## config.mk

```make
export PLATFORM = sky130hd
export DESIGN_NAME = mem_access_ctrl_flat
export DESIGN_NICKNAME = d
export VERILOG_FILES = /design/src/rtl/mem_access_ctrl_pkg.sv /design/src/rtl/mem_access_ctrl_if.sv /design/src/rtl/mem_access_ctrl_sat_counter.sv /design/src/rtl/mem_access_ctrl.sv /design/src/flat_wrapper.sv
export SDC_FILE = /design/constraint.sdc
export NUM_CORES = 1
export LEC_CHECK = 0
export CAP_MARGIN = 10
export CORE_MARGIN = 3
export CORE_UTILIZATION = 36
export CTS_BUF_LIST = sky130_fd_sc_hd__clkbuf_8
export CTS_CLUSTER_DIAMETER = 150
export CTS_CLUSTER_SIZE = 20
export DETAILED_ROUTE_END_ITERATION = 10
export PLACE_DENSITY = 0.87
export SYNTH_ARGS = -nofsm -noshare
export SYNTH_HDL_FRONTEND = slang
export SYNTH_HIERARCHICAL = 1
export SYNTH_SLANG_ARGS = --single-unit
```

## constraint.sdc

```tcl
create_clock -name clk -period 3.3 [get_ports clk]
set_clock_uncertainty 0.15 [all_clocks]
set_input_delay 0.825 -clock clk [delete_from_list [all_inputs] [get_ports clk]]
set_output_delay 0.825 -clock clk [all_outputs]
set_load 0.05 [all_outputs]
```

## src/rtl/mem_access_ctrl_pkg.sv

```systemverilog
// Shared definitions for the MEM-stage data-memory access controller.
// Holds the controller state encoding, the word-alignment mask, the default
// access timeout and a small address-alignment helper.
package mem_access_ctrl_pkg;

  // Controller state encoding (kept as plain constants for legacy tools)
  localparam logic [1:0] ST_IDLE = 2'd0;
  localparam logic [1:0] ST_WAIT = 2'd1;
  localparam logic [1:0] ST_ERR  = 2'd2;

  // Clears the byte-offset bits of a byte address to form a word address
  localparam logic [31:0] WORD_ALIGN_MASK = 32'hFFFF_FFFC;

  // Default number of cycles an access may wait for mem_ready
  localparam int DEFAULT_TIMEOUT = 16;

  // True when a byte address does not fall on a word boundary
  function automatic logic isMisaligned(input logic [31:0] addr);
    return ((addr & ~WORD_ALIGN_MASK) != 32'h0000_0000);
  endfunction

endpackage

```

## src/rtl/mem_access_ctrl_if.sv

```systemverilog
// Data-memory request/ready bus between the MEM-stage access controller and
// the data memory.
//   master (controller): drives mem_req, mem_we, mem_addr, mem_wdata;
//                        receives mem_ready, mem_rdata.
//   slave  (memory)    : the mirror image.
interface mem_access_ctrl_if;

  logic        mem_req;
  logic        mem_we;
  logic [31:0] mem_addr;
  logic [31:0] mem_wdata;
  logic        mem_ready;
  logic [31:0] mem_rdata;

  modport master (
    output mem_req,
    output mem_we,
    output mem_addr,
    output mem_wdata,
    input  mem_ready,
    input  mem_rdata
  );

  modport slave (
    input  mem_req,
    input  mem_we,
    input  mem_addr,
    input  mem_wdata,
    output mem_ready,
    output mem_rdata
  );

endinterface

```

## src/rtl/mem_access_ctrl_sat_counter.sv

```systemverilog
// Generic saturating up-counter for performance monitoring.
// Ports:
//   clk   - clock
//   clr   - synchronous clear (highest priority)
//   en    - count this cycle
//   count - current value; holds at all-ones instead of wrapping
module sat_counter #(
  parameter int WIDTH = 32
) (
  input  logic             clk,
  input  logic             clr,
  input  logic             en,
  output logic [WIDTH-1:0] count
);

  localparam logic [WIDTH-1:0] ONE  = WIDTH'(1'b1);
  localparam logic [WIDTH-1:0] MAX  = {WIDTH{1'b1}};
  localparam logic [WIDTH-1:0] ZERO = {WIDTH{1'b0}};

  // Count enabled cycles, sticking at the maximum value
  always_ff @(posedge clk) begin
    if (clr) begin
      count <= ZERO;
    end else if (en && (count != MAX)) begin
      count <= count + ONE;
    end else begin
      count <= count;
    end
  end

endmodule

```

## src/rtl/mem_access_ctrl.sv

```systemverilog
// MEM-stage data-memory access controller.
// Issues the EX/MEM load/store to a variable-latency memory, freezes the
// front of the pipeline while the access is outstanding, and flags misaligned
// word accesses and memory timeouts (killing the faulting register write).
// Ports:
//   clk, rst            - pipeline clock, synchronous active-high reset
//   MemRead, MemWrite   - access type from EX/MEM (both set = write)
//   RegWrite_in         - register write enable from EX/MEM
//   AluResult           - byte address from EX/MEM
//   WriteData           - store data from EX/MEM
//   mem                 - request/ready bus to the data memory (master side)
//   rd_data             - load data to MEM/WB
//   RegWrite_out        - register write enable to MEM/WB, cleared on fault
//   stall               - freezes PC, IF/ID, ID/EX, EX/MEM
//   misalign, bus_err   - one-cycle fault pulses
//   stall_cycles        - saturating count of stalled cycles
module mem_access_ctrl
  import mem_access_ctrl_pkg::*;
#(
  parameter int TIMEOUT = DEFAULT_TIMEOUT,
  parameter int CNT_W   = 32
) (
  input  logic               clk,
  input  logic               rst,
  input  logic               MemRead,
  input  logic               MemWrite,
  input  logic               RegWrite_in,
  input  logic [31:0]        AluResult,
  input  logic [31:0]        WriteData,
  mem_access_ctrl_if.master  mem,
  output logic [31:0]        rd_data,
  output logic               RegWrite_out,
  output logic               stall,
  output logic               misalign,
  output logic               bus_err,
  output logic [CNT_W-1:0]   stall_cycles
);

  // Wait counter only needs to reach TIMEOUT-1
  localparam int WCW = (TIMEOUT > 2) ? $clog2(TIMEOUT) : 1;
  localparam logic [WCW-1:0] WC_ZERO = {WCW{1'b0}};
  localparam logic [WCW-1:0] WC_ONE  = WCW'(1'b1);
  localparam logic [WCW-1:0] WC_LAST = WCW'(TIMEOUT - 1);

  logic [1:0]     stateR;
  logic [1:0]     stateNxt;
  logic [WCW-1:0] waitCntR;
  logic [WCW-1:0] waitCntNxt;
  logic [31:0]    rdDataR;
  logic           access;
  logic           mis;
  logic           memReq;
  logic           loadDone;

  // Next-state and control decode; reset forces the idle/no-access outputs
  always_comb begin
    access       = MemRead | MemWrite;
    mis          = access & isMisaligned(AluResult);
    memReq       = 1'b0;
    stall        = 1'b0;
    misalign     = 1'b0;
    bus_err      = 1'b0;
    RegWrite_out = RegWrite_in;
    stateNxt     = stateR;
    waitCntNxt   = waitCntR;
    if (rst) begin
      stateNxt   = ST_IDLE;
      waitCntNxt = WC_ZERO;
    end else begin
      case (stateR)
        ST_IDLE: begin
          if (mis) begin
            // Never reaches memory; instruction passes through with no write
            misalign     = 1'b1;
            RegWrite_out = 1'b0;
          end else if (access) begin
            memReq = 1'b1;
            if (mem.mem_ready) begin
              stateNxt = ST_IDLE;
            end else begin
              stall      = 1'b1;
              stateNxt   = ST_WAIT;
              waitCntNxt = WC_ONE;
            end
          end else begin
            stateNxt = ST_IDLE;
          end
        end
        ST_WAIT: begin
          // EX/MEM is frozen, so address/data stay stable while requesting
          memReq = 1'b1;
          if (mem.mem_ready) begin
            // Ready wins even on the timeout cycle
            stateNxt   = ST_IDLE;
            waitCntNxt = WC_ZERO;
          end else begin
            stall = 1'b1;
            if (waitCntR == WC_LAST) begin
              stateNxt   = ST_ERR;
              waitCntNxt = WC_ZERO;
            end else begin
              waitCntNxt = waitCntR + WC_ONE;
            end
          end
        end
        ST_ERR: begin
          // Release the pipeline so the faulting instruction leaves MEM
          bus_err      = 1'b1;
          RegWrite_out = 1'b0;
          stateNxt     = ST_IDLE;
        end
        default: begin
          stateNxt   = ST_IDLE;
          waitCntNxt = WC_ZERO;
        end
      endcase
    end
  end

  // Only loads update the held read data; both flags set counts as a store
  assign loadDone = memReq & mem.mem_ready & MemRead & ~MemWrite;

  // State, wait counter and held load data
  always_ff @(posedge clk) begin
    if (rst) begin
      stateR   <= ST_IDLE;
      waitCntR <= WC_ZERO;
      rdDataR  <= 32'h0000_0000;
    end else begin
      stateR   <= stateNxt;
      waitCntR <= waitCntNxt;
      if (loadDone) begin
        rdDataR <= mem.mem_rdata;
      end else begin
        rdDataR <= rdDataR;
      end
    end
  end

  // Forward read data in the completion cycle, otherwise hold the last load
  always_comb begin
    if (memReq & mem.mem_ready) begin
      rd_data = mem.mem_rdata;
    end else begin
      rd_data = rdDataR;
    end
  end

  assign mem.mem_req   = memReq;
  assign mem.mem_we    = MemWrite;
  assign mem.mem_addr  = AluResult & WORD_ALIGN_MASK;
  assign mem.mem_wdata = WriteData;

  sat_counter #(
    .WIDTH (CNT_W)
  ) u_stall_cnt (
    .clk   (clk),
    .clr   (rst),
    .en    (stall),
    .count (stall_cycles)
  );

endmodule

```

## src/flat_wrapper.sv

```systemverilog
// flat-port wrapper written by rule: the top's interface ports become plain ports
module mem_access_ctrl_flat import mem_access_ctrl_pkg::*;
#(
  parameter int TIMEOUT = DEFAULT_TIMEOUT,
  parameter int CNT_W   = 32
)
  (clk, rst, MemRead, MemWrite, RegWrite_in, AluResult, WriteData, rd_data, RegWrite_out, stall, misalign, bus_err, stall_cycles, mem_mem_req, mem_mem_we, mem_mem_addr, mem_mem_wdata, mem_mem_ready, mem_mem_rdata);
  mem_access_ctrl_if mem_i ();
  input  logic clk;
  input  logic rst;
  input  logic MemRead;
  input  logic MemWrite;
  input  logic RegWrite_in;
  input  logic [31:0] AluResult;
  input  logic [31:0] WriteData;
  output logic [31:0] rd_data;
  output logic RegWrite_out;
  output logic stall;
  output logic misalign;
  output logic bus_err;
  output logic [CNT_W-1:0] stall_cycles;
  output wire logic [$bits(mem_i.mem_req)-1:0] mem_mem_req;
  output wire logic [$bits(mem_i.mem_we)-1:0] mem_mem_we;
  output wire logic [$bits(mem_i.mem_addr)-1:0] mem_mem_addr;
  output wire logic [$bits(mem_i.mem_wdata)-1:0] mem_mem_wdata;
  input wire logic [$bits(mem_i.mem_ready)-1:0] mem_mem_ready;
  input wire logic [$bits(mem_i.mem_rdata)-1:0] mem_mem_rdata;
  assign mem_mem_req = mem_i.mem_req;
  assign mem_mem_we = mem_i.mem_we;
  assign mem_mem_addr = mem_i.mem_addr;
  assign mem_mem_wdata = mem_i.mem_wdata;
  assign mem_i.mem_ready = mem_mem_ready;
  assign mem_i.mem_rdata = mem_mem_rdata;
  mem_access_ctrl #(.TIMEOUT(TIMEOUT), .CNT_W(CNT_W)) u_core (.clk(clk), .rst(rst), .MemRead(MemRead), .MemWrite(MemWrite), .RegWrite_in(RegWrite_in), .AluResult(AluResult), .WriteData(WriteData), .mem(mem_i), .rd_data(rd_data), .RegWrite_out(RegWrite_out), .stall(stall), .misalign(misalign), .bus_err(bus_err), .stall_cycles(stall_cycles));
endmodule
```

==> results.cfg <==
[run_status]
status = complete, no violations

[place]
dpl_cell_area_um2 = 5430
sum_of_net_half_perimeters_after_detailed_placement_um = 8360
buffer_ports.inserted = 109
globalplace.congestion = 0.819

[yosys]
synth.cell_area_um2 = 4160
syn-mean-instance-area_um2 = 8.55
ys_seq_elements = 70
synth_xor_xnor_area_share_pct = 1.48
synth_ff_type = sky130_fd_sc_hd__dfxtp_1
synth-edff-count = 0
synth_simple_gate_area_share_pct = 23.2
largest_family_of_logic_cells_by_synthesized_area = simple AND/OR/NAND/NOR gates
synth_adder_area_share_pct = 0.602
synthCells = 486
synthDistinctLibCells = 54
yosysWarningCount = 6
yosysSeqAreaShare_pct = 33.7
yosys-mux-area-fraction_pct = 12.2
synth-compound-area-share_pct = 13.8
proportion_of_synthesized_flip_flops_having_asynchronous_set_or_reset_pct = 0

[floorplanning]
core_um2 = 11100
core.rowCount = 38
initial_core_util_pct = 37.5
design.portCount = 236
die_width_um = 113
dieArea_um2 = 12900
chipHeight_um = 113

[worst_setup_path]
worst_ep_required_time_ns = 2.32
startpoint = MemRead
crit_path_start_kind = input port
worst_r2r_path_depth = 8
worst_setup_path_class = in2out
crit_fanout = 4
critical_path.reg2reg.startpoint = u_core/stateR[1]
timing.critical_path.to_type = output port
timing.critical_path.arrival_ns = 2.27
r2r_setup_slack_ns = 0.65
rr_endpoint = u_core/u_stall_cnt/count[19]

[clock_tree]
cts_root_buf = sky130_fd_sc_hd__clkbuf_8
ctsHtreeMaxLevel = 3
cts-root-to-sink-buffers = 2
clk_lat_worst_skew_ns = 0.35
path_clk_slew_ns = 0.06
tritoncts = yes
tritoncts.num_buffers = 9
cts_num_sinks = 70
hold_buffers = 0

[detailed_routing]
average_wire_length_per_cell_after_detail_routing_um = 16.5
totalWireLength_um = 11500
first_pass_iters = 4
vias_per_cell = 5.31
drc_errors = 0
drtIter0Drc = 228
ant_nets = 0
route.vias.total = 3698

[global_routing]
gr-usage-met1_pct = 19.6
pin_count_of_the_biggest_net_entering_global_routing = 74
first_global_vias = 3528
initial_antenna_violation_count = 0
groute.layer.met2.usage_pct = 30.7
grt_most_used_layer = met2
overall_fraction_of_global_route_tracks_in_use_pct = 17.3
global_route.overflow_total = 0
grtUsageMet3_pct = 4.93
grt_pass1_wl_um = 18000

[layout]
final.fill_count = 980
post_route_cells_drive_above_1_share_pct = 25.4
final_util_pct = 51.8
n_antenna_cell = 0
syn_to_final_growth_pct = 38.2
postLayoutCellArea_um2 = 5740
layout.nets = 656

[min_path]
end_point_of_the_worst_hold_path = u_core/rdDataR[4]
min_delay_path_depth = 2
holdCritPathClass = reg2reg
worstHoldStart = u_core/rdDataR[4]

[sta]
finalMaxSlewViolations = 0
worst_pin_slew_ns = 0.729
fin_crit_sh_pct = 98.4
timing.slew.headroom_pct = 50.7
max_freq_ghz = 0.308
setup_viol = 0
final.min_clock_period_ns = 3.25
setup_repair_after_global_routing_missed_its_margin = no
report.final.hold_viol_count = 0
whs_ns = 0.304

[pwr]
p_total_w = 0.00181
power.ir.vdd_worst_v = 0.000201
power_leakage_nw = 2.00
power_density_nw_per_um2 = 316

[job]
max-cap-violations = 0
==> worst max-delay path by stage <==
| stage | end | slack, ns |
|---|---|---|
| 2_1_floorplan | u_core/u_stall_cnt/count[31] | -0.28 |
| 3_3_place_gp | rd_data[25] | -0.12 |
| 3_5_place_dp | rd_data[21] | -0.15 |
| 4_1_cts | rd_data[3] | 0.006 |
| 5_1_grt | rd_data[14] | 0.00003 |
| 6_report | rd_data[2] | 0.05 |
==> synthesized netlist by cell type (all sizes together) (4+ instances only) <==
| library cell | n | area share (%) |
|---|---|---|
| nand2 | 77 | 7.0 |
| buf | 75 | 13 |
| dfxtp | 70 | 34 |
| a21oi | 57 | 7.1 |
| mux2 | 34 | 12 |
| nor2 | 23 | 2.4 |
| nand3 | 19 | 2.4 |
| clkbuf | 15 | 1.4 |
| o31ai | 13 | 2.3 |
| or3 | 12 | 1.9 |
| or4 | 12 | 2.2 |
| nand4 | 11 | 1.7 |
| o21ai | 10 | 1.2 |
| nor4 | 6 | 1.1 |
| xnor2 | 6 | 1.3 |
| and3 | 4 | 0.72 |
| and4 | 4 | 0.84 |
==> routing by layer <==
layer	up-vias	wire length (µm)
li1	1790	-
met1	1770	4510
met2	114	6070
met3	24	746
met4	0	187
met5	-	0
==> repair_timing <==
item,CTS,global route
resized for setup,13,2
buffers inserted,5,1
pin swaps,4,2
endpoints found under the setup margin,32,29
cloned,1,1
==> report_power, final <==
| group | internal (W) | switching [W] | leakage, nW |
|---|---|---|---|
| combinational | 0.000139 | 0.000136 | 1.34 |
| sequential | 0.000850 | 0.00000532 | 0.564 |
| clock | 0.000360 | 0.000323 | 0.0993 |
==> placed cells by master (no fill, tap or decap), types with 2 or more instances in the layout <==
cell type                         instances
sky130_fd_sc_hd__nor4_2                   2
sky130_fd_sc_hd__clkdlybuf4s15_1          2
sky130_fd_sc_hd__nor2b_1                  3
sky130_fd_sc_hd__inv_1                    3
sky130_fd_sc_hd__ha_1                     2
sky130_fd_sc_hd__clkbuf_8                10
sky130_fd_sc_hd__clkdlybuf4s50_1         65
sky130_fd_sc_hd__dfxtp_1                 70
sky130_fd_sc_hd__and3_1                   3
sky130_fd_sc_hd__nor2_1                  20
sky130_fd_sc_hd__buf_12                  37
sky130_fd_sc_hd__or4_1                   12
sky130_fd_sc_hd__nand2_1                 76
sky130_fd_sc_hd__nor3_1                   3
sky130_fd_sc_hd__nor4_1                   3
sky130_fd_sc_hd__o31ai_1                 12
sky130_fd_sc_hd__nand3_1                 17
sky130_fd_sc_hd__and4_1                   4
sky130_fd_sc_hd__dlygate4sd2_1            3
sky130_fd_sc_hd__or2_2                    2
sky130_fd_sc_hd__a21oi_1                 56
sky130_fd_sc_hd__mux2_4                  30
sky130_fd_sc_hd__o21ai_0                 10
sky130_fd_sc_hd__nand4_1                 11
sky130_fd_sc_hd__nor2_4                   2
sky130_fd_sc_hd__buf_6                    4
sky130_fd_sc_hd__a2111oi_0                2
sky130_fd_sc_hd__nand3b_1                 2
sky130_fd_sc_hd__clkinv_2                 2
sky130_fd_sc_hd__xnor2_1                  6
sky130_fd_sc_hd__mux2_2                   3
sky130_fd_sc_hd__and2_1                   3
sky130_fd_sc_hd__buf_4                   29
sky130_fd_sc_hd__or3_1                   11
sky130_fd_sc_hd__conb_1                   2
==> state kept, by name (all words and copies together) (netlist names) <==
signal                    count
u_core/rdDataR               32
u_core/stateR                 2
u_core/waitCntR               4
u_core/u_stall_cnt/count     32
==> cells by family (layout without fill, tap and decap cells) <==
kind of cell / after synthesis / count (layout)
other cells: 1 / 2
fa+ha+maj: 2 / 2
compound gates: 92 / 92
xor+xnor: 7 / 7
flops: 70 / 70
buf+inv: 92 / 161
mux: 35 / 35
simple gates: 187 / 187
==> critical path: stages <==
cell and delay (ns):
sky130_fd_sc_hd__clkdlybuf4s15_1 0.18, sky130_fd_sc_hd__or2_4 0.27, sky130_fd_sc_hd__a21oi_4 0.16, sky130_fd_sc_hd__nor2_4 0.08, sky130_fd_sc_hd__buf_6 0.14, sky130_fd_sc_hd__clkbuf_16 0.15
sky130_fd_sc_hd__mux2_4 0.31, sky130_fd_sc_hd__buf_12 0.15
==> per-stage QoR <==
| stage | worst slack (ns) | instances | TNS (ns) |
|---|---|---|---|
| after floorplan | -0.284 | 487 | -1.09 |
| after global placement | -0.119 | 673 | -4.07 |
| after detailed placement | -0.149 | 673 | -4.96 |
| after CTS | 0.00630 | 694 | 0 |
| after global routing | 0.0000333 | 696 | 0 |
| final | 0.0528 | 696 | 0 |
==> final cells by class <==
cell class / instances / area, µm² / share of cell area (%)
timing repair buffer: 144 / 1770 / 30.9
clock buffer: 10 / 138 / 2.40
tap: 140 / 175 / 3.05
inverter: 2 / 7.51 / 0.131
multi-input combinational: 325 / 2190 / 38.2
sequential: 70 / 1400 / 24.4
clock inverter: 5 / 51.3 / 0.894
Note: power is estimated with default switching activity, not from simulation.
==> edit, RTL diff (same settings) <==
Make the reset (`rst`) asynchronous in one clocked block. Comments in the files are not updated.
--- a/src/rtl/mem_access_ctrl.sv
+++ b/src/rtl/mem_access_ctrl.sv
@@ -121,7 +121,7 @@
   assign loadDone = memReq & mem.mem_ready & MemRead & ~MemWrite;
 
   // State, wait counter and held load data
-  always_ff @(posedge clk) begin
+  always_ff @(posedge clk or posedge rst) begin
     if (rst) begin
       stateR   <= ST_IDLE;
       waitCntR <= WC_ZERO;
Function: differs if rst is asserted again (counterexample within 4 cycles, from zero or initial values and one cycle with rst high); with rst held inactive, the same outputs for 4 cycles.
==> edit against the unedited design <==
  * Setup slack better by 0.0066 ns
  * Synthesized area increased by 2.6%
  * Synthesized cell count down 15%
  * Cell area fell by 0.31%
  * Sequential cell count unchanged
  * Wire length increased by 4.1%
  * Largest cell class unchanged
Power is not compared: it rests on default switching activity, and its combinational part moved more than twofold at a synthesized area within 25%.
==> edit: results (changes against the unedited design) <==
metric,value,unit,change
Final HPWL DP,7.84,mm,was 8.36 mm
"Endpoint, Worst Hold",u_core/u_stall_cnt/count[23],,was u_core/rdDataR[4]
Final Wtd Congestion,0.812,,was 0.819
slowest CP cell,mux2_2,,was mux2_4
synth unique cells,50,,was 54
"Async S/R FF share, synth",0.543,,was 0
"Seq/Total Area, Yosys",0.373,,was 0.337
synth cell count leaders,"buf_4 (65), dfrtp_1 (38), mux2_2 (35)",,"was nand2_1 (77), dfxtp_1 (70), buf_4 (66)"
Metal-1 WL,4.62,mm,was 4.51 mm
total detailed-routing wirelength,12.0,mm,was 11.5 mm
vias in the first global route,3574,,"was 3,528"
clk slew on worst S/H paths,0.08,ns,was 0.06 ns
Final nets,584,,was 656
FF-to-FF path depth,9,,was 8
vias per cell,5.42,,was 5.31
max incr delay on CP,0.36,ns,was 0.31 ns
CP Max Fanout,8,,was 4
Cell Count Post-Placement,605,,was 673
run status,finished clean,,unchanged
Rel. slew slack,0.584,,was 0.507
Mapped Cells,415,,was 486
global-route wire length before repair,18.8,mm,was 18.0 mm
DRT iter0 DRCs,205,,was 228
via count,3403,,"was 3,698"
largest net degree at the start of global routing,36,,was 74
Routed met2 length,5.92,mm,was 6.07 mm
==> edit: worst reg2reg max path: cells and delay by family, from the launching register on <==
family / cells / cell delay, ns
buffers and inverters: 1 / 0.21
flip-flops: 1 / 0.49
AND/OR/NAND/NOR: 7 / 1.58
AO/OA/AOI/OAI: 1 / 0.14
==> edit: cells by family (layout without fill, tap and decap cells) <==
group / count (synthesis) / after routing / share of synthesized area
buffers and inverters: 87 / 156 / 0.149
XOR/XNOR: 7 / 7 / 0.0144
AND/OR/NAND/NOR: 120 / 120 / 0.164
multiplexers: 67 / 67 / 0.203
adder cells (fa/ha/maj): 2 / 2 / 0.00587
other: 1 / 2 / 0.000880
AO/OA/AOI/OAI: 61 / 61 / 0.0898
flip-flops: 70 / 70 / 0.373
==> edit: worst max-delay path by stage <==
stage	from	to	slack [ns]	depth (start not counted)
after floorplan	mem_mem_ready	u_core/u_stall_cnt/count[31]	-0.08	7
after global placement	MemWrite	rd_data[15]	-0.20	7
after detailed placement	MemWrite	rd_data[18]	-0.24	7
after CTS	AluResult[0]	rd_data[27]	0.006	10
after global routing	AluResult[0]	rd_data[29]	0.01	8
final	AluResult[0]	rd_data[1]	0.06	8
==> edit: layout make-up <==
type	count	area, um2
clock buffer	10	138
clock inverter	6	85.1
fill	979	5790
inverter	4	15.0
multi-input combinational	259	2200
sequential	70	1590
tap	143	179
timing repair buffer	136	1520
==> edit: stage by stage <==
| stage | setup WS, ns | TNS [ns] | power (mW) | area (um2) |
|---|---|---|---|---|
| after floorplan | -0.0768 | -0.0768 | 1.81 | 4300 |
| after global placement | -0.201 | -6.54 | 1.85 | 5080 |
| after detailed placement | -0.237 | -7.91 | 1.87 | 5080 |
| after CTS | 0.00629 | 0 | 2.85 | 5750 |
| after global routing | 0.0111 | 0 | 2.95 | 5720 |
| final | 0.0594 | 0 | 2.85 | 5720 |
==> edit: repair_timing <==
item / in CTS / in global routing
setup endpoints to repair: 32 / 30
buffers inserted: 5 / 0
pin swaps: 5 / 5
gates resized for setup: 103 / 4
cloned: 3 / 0
==> edit: layer usage <==
metal	GRT usage	vias to the layer above
met5	0	-
met4	0.103	0
met3	0.0432	44
met2	0.310	167
met1	0.207	1624
li1	-	1568
==> edit: power groups by stage <==
stage	sequential, mW	combinational, mW	clock [mW]
after global routing	1.01	1.11	0.831
final	1.00	1.07	0.774
after global placement	1.00	0.852	0
after CTS	0.993	1.06	0.795
after floorplan	0.995	0.819	0
after detailed placement	1.01	0.865	0
